===== config.mk =====
export PLATFORM = sky130hd
export DESIGN_NAME = axi_read_master
export DESIGN_NICKNAME = d
export VERILOG_FILES = /design/src/rtl/axi_read_master.sv
export SDC_FILE = /design/constraint.sdc
export NUM_CORES = 1
export LEC_CHECK = 0
export ABC_AREA = 1
export BUFFER_PORTS_ARGS = -buffer_cell sky130_fd_sc_hd__clkbuf_2
export CAP_MARGIN = 30
export CORE_MARGIN = 2
export CORE_UTILIZATION = 39
export DETAILED_ROUTE_END_ITERATION = 8
export PLACE_DENSITY = 0.82
export SYNTH_ARGS = -nofsm -noshare
export SYNTH_HDL_FRONTEND = slang
export SYNTH_SLANG_ARGS = --single-unit

===== constraint.sdc =====
create_clock -name ACLK -period 1.9 [get_ports ACLK]
set_input_delay 0 -clock ACLK [delete_from_list [all_inputs] [get_ports ACLK]]
set_output_delay 0 -clock ACLK [all_outputs]
set_load 0.1 [all_outputs]

===== src/rtl/axi_read_master.sv =====
`default_nettype none
// ============================================================================
// Module   : axi_read_master
// Purpose  : AXI4 read initiator. Turns one simple request (address, beat
//            count) into a single INCR burst on AR/R and streams the returned
//            beats to a consumer with backpressure. One transaction at a time.
// Ports    : ACLK/ARESETn         clock, async active-low reset
//            req_valid/req_ready  request handshake (req_addr, req_len)
//            data_*               beat stream towards the consumer
//            done/err             end-of-transaction pulse and its status
//            AR*/R*               AXI4 read address / read data channels
// Revision : 1.0 - initial release
// ============================================================================
module axi_read_master #(
  parameter logic [3:0] MASTER_ID = 4'd0
) (
  input  logic        ACLK,
  input  logic        ARESETn,
  input  logic        req_valid,
  output logic        req_ready,
  input  logic [31:0] req_addr,
  input  logic [3:0]  req_len,
  output logic        data_valid,
  input  logic        data_ready,
  output logic [31:0] data_out,
  output logic        data_last,
  output logic        done,
  output logic        err,
  output logic [3:0]  ARID,
  output logic [31:0] ARADDR,
  output logic [3:0]  ARLEN,
  output logic [2:0]  ARSIZE,
  output logic [1:0]  ARBURST,
  output logic        ARVALID,
  input  logic        ARREADY,
  input  logic [3:0]  RID,
  input  logic [31:0] RDATA,
  input  logic [1:0]  RRESP,
  input  logic        RLAST,
  input  logic        RVALID,
  output logic        RREADY
);

  typedef enum logic [1:0] {
    ST_IDLE = 2'd0,
    ST_ADDR = 2'd1,
    ST_DATA = 2'd2
  } state_t;

  state_t      state_q;
  logic        req_ready_q;
  logic        arvalid_q;
  logic [31:0] araddr_q;
  logic [3:0]  arlen_q;
  logic [3:0]  len_q;
  logic [3:0]  beat_q;
  logic        err_acc_q;
  logic        done_q;
  logic        err_q;

  logic        in_data;
  logic        r_hs;
  logic        beat_err;
  logic        err_next;
  logic        unused_addr_lsbs;

  // Byte lane bits of the request address are discarded (word aligned bursts).
  assign unused_addr_lsbs = ^req_addr[1:0];

  assign in_data = (state_q == ST_DATA);
  // RREADY is a pure pass-through of the consumer's ready while in DATA.
  assign r_hs    = in_data && RVALID && data_ready;

  // A beat is bad on a slave error response, a foreign ID, or when RLAST
  // disagrees with the requested length (early or missing last beat).
  assign beat_err = (RRESP != 2'b00) ||
                    (RID != MASTER_ID) ||
                    (RLAST && (beat_q != len_q)) ||
                    (!RLAST && (beat_q == len_q));
  assign err_next = err_acc_q | beat_err;

  always_ff @(posedge ACLK or negedge ARESETn) begin
    if (!ARESETn) begin
      state_q     <= ST_IDLE;
      req_ready_q <= 1'b1;
      arvalid_q   <= 1'b0;
      araddr_q    <= 32'd0;
      arlen_q     <= 4'd0;
      len_q       <= 4'd0;
      beat_q      <= 4'd0;
      err_acc_q   <= 1'b0;
      done_q      <= 1'b0;
      err_q       <= 1'b0;
    end else begin
      done_q <= 1'b0;
      err_q  <= 1'b0;
      case (state_q)
        ST_IDLE: begin
          if (req_valid) begin
            state_q     <= ST_ADDR;
            req_ready_q <= 1'b0;
            arvalid_q   <= 1'b1;
            araddr_q    <= {req_addr[31:2], 2'b00};
            arlen_q     <= req_len;
            len_q       <= req_len;
            err_acc_q   <= 1'b0;
          end
        end
        ST_ADDR: begin
          // AR fields are held in registers, so they stay stable until ARREADY.
          if (ARREADY) begin
            state_q   <= ST_DATA;
            arvalid_q <= 1'b0;
            araddr_q  <= 32'd0;
            arlen_q   <= 4'd0;
            beat_q    <= 4'd0;
          end
        end
        ST_DATA: begin
          if (r_hs) begin
            // Counter only checks the length; it wraps if RLAST never comes.
            beat_q    <= beat_q + 4'd1;
            err_acc_q <= err_next;
            if (RLAST) begin
              state_q     <= ST_IDLE;
              req_ready_q <= 1'b1;
              done_q      <= 1'b1;
              err_q       <= err_next;
            end
          end
        end
        default: state_q <= ST_IDLE;
      endcase
    end
  end

  assign req_ready  = req_ready_q;
  assign done       = done_q;
  assign err        = err_q;

  assign ARVALID    = arvalid_q;
  assign ARADDR     = araddr_q;
  assign ARLEN      = arlen_q;
  assign ARID       = arvalid_q ? MASTER_ID : 4'd0;
  assign ARSIZE     = arvalid_q ? 3'b010    : 3'b000;
  assign ARBURST    = arvalid_q ? 2'b01     : 2'b00;

  assign RREADY     = in_data && data_ready;
  assign data_valid = in_data && RVALID;
  assign data_out   = in_data ? RDATA : 32'd0;
  assign data_last  = in_data && RLAST;

endmodule
`default_nettype wire


======== After elaboration in Yosys (flattened, before gate mapping) ========
Cells that the tools add are included.
storage, ports and cells
  logic and storage cells ................. 73
  RAM bits ................................ 0
  input bits .............................. 81
  bits in read-only memories .............. 0
  memories ................................ 0
  bits in latches ......................... 0
  register bits after elaboration ......... 51
  output and inout bits ................... 84
operators by class
  shift-type cells ........................ 0
  div/mod/pow operators ................... 0
  order comparisons ....................... 0
  multipliers ............................. 0
  equality and inequality tests ........... 8
  add/sub/neg operators ................... 1
  reductions and logical operators ........ 22
  bitwise gates (word level) .............. 1
  mux-type cells .......................... 31
operator list
  kind                   number
  $mux W32               3
  $pmux W32 S2           1
  $pmux W4 S2            2
  $mux W1                13
  $mux W4                3
  $mux W2                5
  $reduce_and A3 Y1      3
  $reduce_and A4 Y1      2
  $reduce_bool A2 Y1     4
  $logic_and A1 B1 Y1    6
  $ne A2 B2 Y1 const B   3
  $pmux W1 S2            3
  $pmux W2 S3            1
  $add A4 B1 Y4 const B  1
  $eq A4 B4 Y1           1
  $ne A4 B4 Y1           1
  $reduce_bool A4 Y1     1
  $logic_or A1 B1 Y1     3
  $eq A2 B1 Y1 const B   1
  $eq A2 B2 Y1 const B   1
  $logic_not A2 Y1       1
  $ne A2 B1 Y1 const B   1
  $reduce_and A2 Y1      1
  $logic_not A1 Y1       1
  $or A1 B1 Y1           1

======== Longest topological paths before layout ========
Gate-level depths: netlist of the first run.
  word-level depth ........................ 8
  gate-level depth with buffers ........... 9

======== Worst setup path before layout of the first run ========
Ideal clock, no wire load.
  path kind ............................... reg-to-output
  start point ............................. register state_q[0]
  end point ............................... output data_out[10]
  data required time ...................... 1.900 ns
  buffers on the path ..................... 1
  cell stages (with the launch flop) ...... 5
  arrival ................................. 2.036 ns
  slack ................................... -0.136 ns
  path through ............................ dfrtp_1 inv_1 nand2_4 clkbuf_1 nor2_1
on the way
  longest elaborated chain between the ends .. 2
RTL lines
  element                 line  RTL
  start, declared         50    state_t state_q;
  start signal, assigned  84    state_q <= ST_IDLE;
  start signal, assigned  100   state_q <= ST_ADDR;
  start signal, assigned  112   state_q <= ST_DATA;
  $eq A2 B2 Y1            70    assign in_data = (state_q == ST_DATA);
  $mux W32                150   assign data_out = in_data ? RDATA : 32'd0;
  end, declared           25    output logic [31:0] data_out,
No other way between the ends.

======== Final worst setup path of the first run ========
  start point ............................. register state_q[0]
  end point ............................... output data_out[0]
The elaborated chain is that of the path after synthesis.

==> results of run 1 <==
## logic make-up after synthesis
family                     after synthesis
buffers and inverters                   79
DFF                                     49
AOI/OAI and AO/OA                       16
and+or+nand+nor                        180
adders and majority gates                1
other                                    1
## cell usage after synthesis
| cell | instances | area (um2) |
|---|---|---|
| and3_1 | 1 | 6.26 |
| ha_1 | 1 | 12.5 |
| a21oi_1 | 2 | 10.0 |
| nand2_4 | 3 | 33.8 |
| dfrtp_1 | 48 | 1200 |
| nand2_2 | 2 | 12.5 |
| nand2_1 | 88 | 330 |
| o21ai_1 | 1 | 5.00 |
| nor2_4 | 2 | 22.5 |
| o21ai_0 | 11 | 55.1 |
| nor2_1 | 44 | 165 |
| clkbuf_1 | 3 | 11.3 |
| buf_4 | 13 | 97.6 |
| o31ai_1 | 1 | 7.51 |
| inv_1 | 53 | 199 |
| nor3_1 | 2 | 10.0 |
| buf_2 | 8 | 40.0 |
| dfstp_2 | 1 | 26.3 |
| a21oi_2 | 1 | 8.76 |
| conb_1 | 1 | 3.75 |
| nand3_1 | 38 | 190 |
| buf_6 | 2 | 22.5 |
## worst max-delay path, cell delays in order, from the launching register on
cell      delay, ns
dfrtp_1        0.39
inv_1          0.13
nand2_4        0.23
nor2_1         0.21
clkbuf_2       0.48
## state kept, by name, summed over array words and instances (netlist names)
register / flops
ARADDR: 30
ARLEN: 4
ARVALID: 1
beat_q: 4
done: 1
err: 1
err_acc_q: 1
len_q: 4
req_ready: 1
state_q: 2
## layer usage
metal / wire, um / up-vias / part of all wire [%]
li1: - / 1318 / -
met1: 2970 / 1184 / 42
met2: 3620 / 83 / 51
met3: 319 / 17 / 4.5
met4: 161 / 0 / 2.3
met5: 0 / - / 0
## area by class of cell
type	instances	area, um2
Fill cell	546	2530
Timing Repair Buffer	195	1200
Clock inverter	1	5.00
Clock buffer	7	76.3
Tap cell	77	96.3
Multi-Input combinational cell	206	903
Inverter	53	199
Sequential cell	49	1230
## final timing paths
check / from / to / slack, ns
max in group asynchronous: ARESETn / len_q[2] / 1.11
worst min register to register: req_ready / req_ready / 0.48
worst max-delay path: state_q[0] / data_out[0] / 0.15
worst min-delay path: RVALID / done / 0.02
min in group asynchronous: ARESETn / ARADDR[15] / 0.36
worst max register to register: state_q[0] / beat_q[3] / 0.42
## stage by stage
step                TNS [ns]  worst slack [ns]  cells
global route               0            0.0304    588
detailed placement         0             0.450    543
floorplan              -4.07            -0.136    334
CTS                        0             0.155    588
finish                     0             0.148    588
global placement           0             0.501    543
==> run metrics, run 1 <==
status complete, no violations; CTS Buf Count 5; Finish-stage setup viols 0; core area 6240 um2; drt wl/cell 12.0 um; n_diodes 0; # rows 29; critical path class reg -> out; Die Y 83.6 um; Post-Synth Adder-Cell Area 0.506%; Layout area overhead 50.0%; DIE WIDTH 83.6 um; largest net degree at the start of global routing 50; # resized after CTS 0; post-synth cell types 22; Final Max Slew Viols 0; CP Max Fanout 37; CTS H-tree depth 2; design area 3710 um2; YS warnings 0; final core occ 59.4%; post-synthesis mux area share 0%; sequential fraction of the synthesis area 49.7%; Worst R2R Path Depth 8; Clock Latency Late Sink 0.29 ns; Synth Area in XOR/XNOR 0%; Synth Area per Inst 7.58 um2; Synth Area in Compound Gates 3.49%; global-route wire length before repair 11.3 mm; RSZ-0062 raised after global routing no; Worst Setup End Kind output port; I/O pins 165; CTS tree built; vias in the first global route 2475; grt ovf 0; drt pass-1 iters 4; Final Critical Period 1.75 ns; Slew @ Worst Pin 0.623 ns; Clock Root Buffer clkbuf_8; Post-CTS Setup Bufs 0; DR DRC count 0; final WL 7.07 mm; Die ar. 6990 um2; Final Net Count 592; Clock Tree Buf Depth 2; fmax 571 MHz; placed cell area 3250 um2; Worst Path Required 1.90 ns; most common cell after layout, fill and taps aside clkbuf_2; Setup crit start kind register; Arrival @ worst endpoint 1.75 ns; GR Util met2 34.0%; Synth Area in Simple Gates 31.2%; hpwl dp 4.75 mm; cts hold-fix bufs 37; max cap viols 0; Seq cells post-synth 49; Port Buf Inserts 153; TritonCTS Sinks 49; Final Hold Viols 0; initial DRC count 175; Worst Skew 0.00913 ns; met3 Use GR 5.14%; M1 GR Usage 23.8%; largest family of logic cells by synthesized area simple AND/OR/NAND/NOR gates; Hold Slack 0.0195 ns; initial antenna violation count 0; WHS Path Cells 3; RD Place Congestion 0.782; Starting Density 39.6%; commonest non-fill, non-tap cells in the layout clkbuf_2, nand2_1, inv_1, dfrtp_1, nor2_1; Most Used Layer, Global Route met2; GRT Total Usage 19.6%; Synth Instances 326; Hold Path Class in -> reg; clock slew at reported path FFs 0.08 ns; share of cells above drive strength 1 33.9%; post-DR vias/cell 4.43; via count 2602; Worst slew margin 58.5%; Syn Std Cell Area 2470 um2; Tcrit/Tclk final 92.2%; Routed Antenna Nets 0
Power of run 1 is not shown: default switching activity piles up to over one toggle a cycle in this logic, so the estimate is an artifact.
==> run 2: changes to the inputs <==
--- a/config.mk
+++ b/config.mk
@@ -11,6 +11,7 @@
 export CORE_MARGIN = 2
 export CORE_UTILIZATION = 39
 export DETAILED_ROUTE_END_ITERATION = 8
+export GPL_TIMING_DRIVEN = 0
 export PLACE_DENSITY = 0.82
 export SYNTH_ARGS = -nofsm -noshare
 export SYNTH_HDL_FRONTEND = slang
==> run metrics, run 2 (synthesis results as in run 1) <==
RSZ-0062 raised after global routing no; Final Hold Viols 0 (unchanged); Die ar. 6990 um2 (unchanged); Worst Setup End Kind output port; drt pass-1 iters 4 (unchanged); Finish-stage setup viols 0 (unchanged); via count 2652 (+1.9%); Routed Antenna Nets 0 (unchanged); max cap viols 0 (unchanged); most common cell after layout, fill and taps aside clkbuf_2; Layout area overhead 56.2%; CTS H-tree depth 2 (unchanged); clock slew at reported path FFs 0.09 ns (about the same); Setup crit start kind register; Final Critical Period 1.80 ns (+0.0505 ns); largest net degree at the start of global routing 38 (-24%); commonest non-fill, non-tap cells in the layout clkbuf_2, nand2_1, inv_1, dfrtp_1, nor2_1; Port Buf Inserts 153 (unchanged); Slew @ Worst Pin 0.559 ns (-0.0636 ns); CTS Buf Count 5 (unchanged); drt wl/cell 12.0 um (-0.43%); design area 3860 um2 (+4.2%); Clock Latency Late Sink 0.31 ns (+0.02 ns); DR DRC count 0 (unchanged); critical path class reg -> out; global-route wire length before repair 12.2 mm (+8.2%); max reg flops 30 (unchanged); status complete, no violations; DIE WIDTH 83.6 um (unchanged); hpwl dp 5.35 mm (+13%); I/O pins 165 (unchanged); n_diodes 0 (unchanged); Final Max Slew Viols 0 (unchanged); RD Place Congestion 0.830 (+6.2%); initial DRC count 96 (-45%); Clock Root Buffer clkbuf_8; fmax 555 MHz (-2.8%); Hold Path Class in -> reg; Worst Skew 0.0152 ns (+0.00609 ns); Tcrit/Tclk final 94.9% (+2.7 points); grt ovf 0 (unchanged); # rows 29 (unchanged); Worst slew margin 62.9% (+4.4 points); Post-CTS Setup Bufs 0 (unchanged); placed cell area 3380 um2 (+4.0%); Final Net Count 615 (+3.9%); Clock Tree Buf Depth 2 (unchanged); GRT Total Usage 21.4% (+1.7 points); core area 6240 um2 (unchanged); Arrival @ worst endpoint 1.80 ns (+0.05 ns); Starting Density 39.6% (unchanged); post-DR vias/cell 4.34 (-1.9%); final core occ 61.8% (+2.5 points); vias in the first global route 2676 (+8.1%); initial antenna violation count 0 (unchanged); CTS tree built; share of cells above drive strength 1 36.3% (+2.5 points); TritonCTS Sinks 49 (unchanged); Die Y 83.6 um (unchanged); CP Max Fanout 10 (-73%); final WL 7.32 mm (+3.5%); Worst Path Required 1.90 ns (about the same)
## run 2: changes by cell type in the layout (fill, tap and decap cells not counted), sizes merged
cell | previous run | this run
clkbuf | 160 | 157
clkinv | 1 | 2
buf | 5 | 29
dlygate4sd3 | 37 | 38
## run 2: final cells by class
cell class	instances	area, um2
sequential	49	1230
timing repair buffer	192	1170
buffer	26	171
multi-input combinational	206	903
clock inverter	2	13.8
clock buffer	6	82.6
inverter	53	199
fill	552	2380
tap	77	96.3
## run 2: path summary, 6_finish.rpt
path	from	endpoint	slack, ns	cells past startpoint
max in group asynchronous	ARESETn	req_ready	1.20	3
min in group asynchronous	ARESETn	ARADDR[14]	0.13	2
hold reg to reg	req_ready	req_ready	0.47	2
hold / removal	data_ready	done	0.08	5
setup / recovery	state_q[0]	data_out[18]	0.1	5
setup reg to reg	state_q[0]	beat_q[3]	0.62	8
## run 2: metal layers
layer  vias to the layer above  part of all wire [%]  global-route usage, %
met5                         -                     0                      0
met4                         0                   1.8                   6.60
met3                        14                   4.4                   4.35
met2                        69                    52                   38.3
met1                      1199                    42                   25.8
li1                       1370                     -                      -
## run 2: critical path: stages (launching register included)
cell,delay [ns]
dfrtp_1,0.38
inv_1,0.13
nand2_4,0.12
clkbuf_1,0.23
nor2_1,0.16
clkbuf_2,0.47
## run 2: metrics by stage
step,hold WS [ns],std cells,setup TNS [ns],worst slack (ns)
6_report,0.0803,611,0,0.0972
3_3_place_gp,0.201,564,0,0.439
2_1_floorplan,-0.296,334,-4.07,-0.136
3_5_place_dp,-0.0775,565,0,0.403
4_1_cts,0.0836,611,0,0.0487
5_1_grt,0.105,611,0,0.00501
## run 2: repair_timing
item | CTS | global route
endpoints found under the setup margin | 0 | 5
hold endpoints to repair | 89 | 0
hold buffers | 38 | 0
resized for setup | 0 | 5
Power of run 2 is left out for the same reason.
==> run 3: changes to the inputs <==
--- a/config.mk
+++ b/config.mk
@@ -12,6 +12,7 @@
 export CORE_UTILIZATION = 39
 export DETAILED_ROUTE_END_ITERATION = 8
 export GPL_TIMING_DRIVEN = 0
+export MAX_ROUTING_LAYER = met4
 export PLACE_DENSITY = 0.82
 export SYNTH_ARGS = -nofsm -noshare
 export SYNTH_HDL_FRONTEND = slang
==> run metrics, run 3 (synthesis results as in run 1) <==
flop2flop setup slack 0.62 ns (about the same); grt ovf 0 (unchanged); TritonCTS Sinks 49 (unchanged); status complete, no violations; hpwl dp 5.35 mm (unchanged); CP Max Fanout 10 (unchanged); final WL 7.37 mm (+0.66%); DIE WIDTH 83.6 um (unchanged); Fill cells 552 (unchanged); Setup crit start kind register; vias in the first global route 2680 (+0.15%); Slew @ Worst Pin 0.559 ns (-0.000306 ns); drt wl/cell 12.1 um (+0.66%); CTS H-tree depth 2 (unchanged); Final Net Count 615 (unchanged); max reg flops 30 (unchanged); drt pass-1 iters 4 (unchanged); Worst Skew 0.0172 ns (+0.00200 ns); Final WS setup 0.0977 ns (+0.000461 ns); post-DR vias/cell 4.36 (+0.45%); CTS Buf Count 5 (unchanged); via count 2664 (+0.45%); Die ar. 6990 um2 (unchanged); initial DRC count 76 (-21%); Die Y 83.6 um (unchanged); Worst R2R Path Depth 8 (unchanged); n_diodes 0 (unchanged); Final Critical Period 1.80 ns (-0.000461 ns); Clock Latency Late Sink 0.31 ns (about the same); clock slew at reported path FFs 0.10 ns (about the same); CTS tree built; Worst R2R Start state_q[0]; Worst Setup End Kind output port; Starting Density 39.6% (unchanged); initial antenna violation count 0 (unchanged); Hold Path Class in -> reg; footprint of the multi-input gates 903 um2 (unchanged); commonest non-fill, non-tap cells in the layout clkbuf_2, nand2_1, inv_1, dfrtp_1, nor2_1; DP Cell Count 565 (unchanged); critical path class reg -> out; Clock Tree Buf Depth 2 (unchanged); global-route wire length before repair 12.2 mm (+0.16%); reg2reg end beat_q[3]; # rows 29 (unchanged); Final Non-Filler Cells 611 (unchanged); Tcrit/Tclk final 94.9% (about the same); core area 6240 um2 (unchanged); RSZ-0062 raised after global routing no; I/O pins 165 (unchanged); DR DRC count 0 (unchanged); hold path endpoint done; Final Max Slew Viols 0 (unchanged); Final Hold Viols 0 (unchanged); Worst slew margin 62.9% (about the same); Arrival @ worst endpoint 1.80 ns (about the same); RD Place Congestion 0.843 (+1.5%); Layout area overhead 56.2% (unchanged); max cap viols 0 (unchanged); Port Buf Inserts 153 (unchanged); WHS Path Cells 5 (unchanged); most common cell after layout, fill and taps aside clkbuf_2; pre-CTS worst setup slack 0.403 ns (unchanged); Worst Path Required 1.90 ns (about the same); Finish-stage setup viols 0 (unchanged); Hold Slack 0.0777 ns (-0.00255 ns); GRT Total Usage 22.0% (+0.63 points); fmax 555 MHz (about the same); largest net degree at the start of global routing 38 (unchanged); Routed Antenna Nets 0 (unchanged); register area 1230 um2 (unchanged); Hold Path Origin data_ready; share of cells above drive strength 1 36.3% (unchanged); Clock Root Buffer clkbuf_8
-- run 3: cell counts in the layout (fill, tap and decap cells not counted) --
Identical to the previous run, type by type.
-- run 3: final cells by class --
| class | count | share of cell area [%] |
|---|---|---|
| inverter | 53 | 5.15 |
| multi-input combinational | 206 | 23.4 |
| clock buffer | 6 | 2.14 |
| timing repair buffer | 192 | 30.2 |
| sequential | 49 | 31.8 |
| clock inverter | 2 | 0.357 |
| buffer | 26 | 4.44 |
| tap | 77 | 2.50 |
-- run 3: per-stage QoR --
step	utilization [%]	instance area [um2]	TNS [ns]
3_3_place_gp	53.9	3360	0
3_5_place_dp	54.2	3380	0
2_1_floorplan	-	2500	-4.07
4_1_cts	61.8	3860	0
6_report	61.8	3860	0
5_1_grt	61.8	3860	0
-- run 3: worst max-delay path by stage --
stage	from	end	cells after the start
2_1_floorplan	state_q[0]	data_out[10]	4
3_3_place_gp	state_q[0]	data_out[29]	5
3_5_place_dp	state_q[0]	data_out[11]	5
4_1_cts	state_q[0]	data_out[11]	5
5_1_grt	state_q[0]	data_out[18]	5
6_report	state_q[0]	data_out[18]	5
-- run 3: what timing repair did --
item | 4_1_cts | 5_1_grt
setup buffers | 0 | 0
setup endpoints to repair | 0 | 5
hold buffers | 38 | 0
endpoints found under the hold margin | 89 | 0
resized for setup | 0 | 5
-- run 3: metal layers --
| metal | track usage, % | wire, um |
|---|---|---|
| met5 | - | 0 |
| met4 | 6.60 | 132 |
| met3 | 4.06 | 303 |
| met2 | 38.3 | 3840 |
| met1 | 26.0 | 3090 |
-- run 3: worst max-delay path, cell delays in order (launching register included) --
cell      delay (ns)
dfrtp_1         0.38
inv_1           0.13
nand2_4         0.12
clkbuf_1        0.23
nor2_1          0.16
clkbuf_2        0.47
Power of run 3 is left out for the same reason.
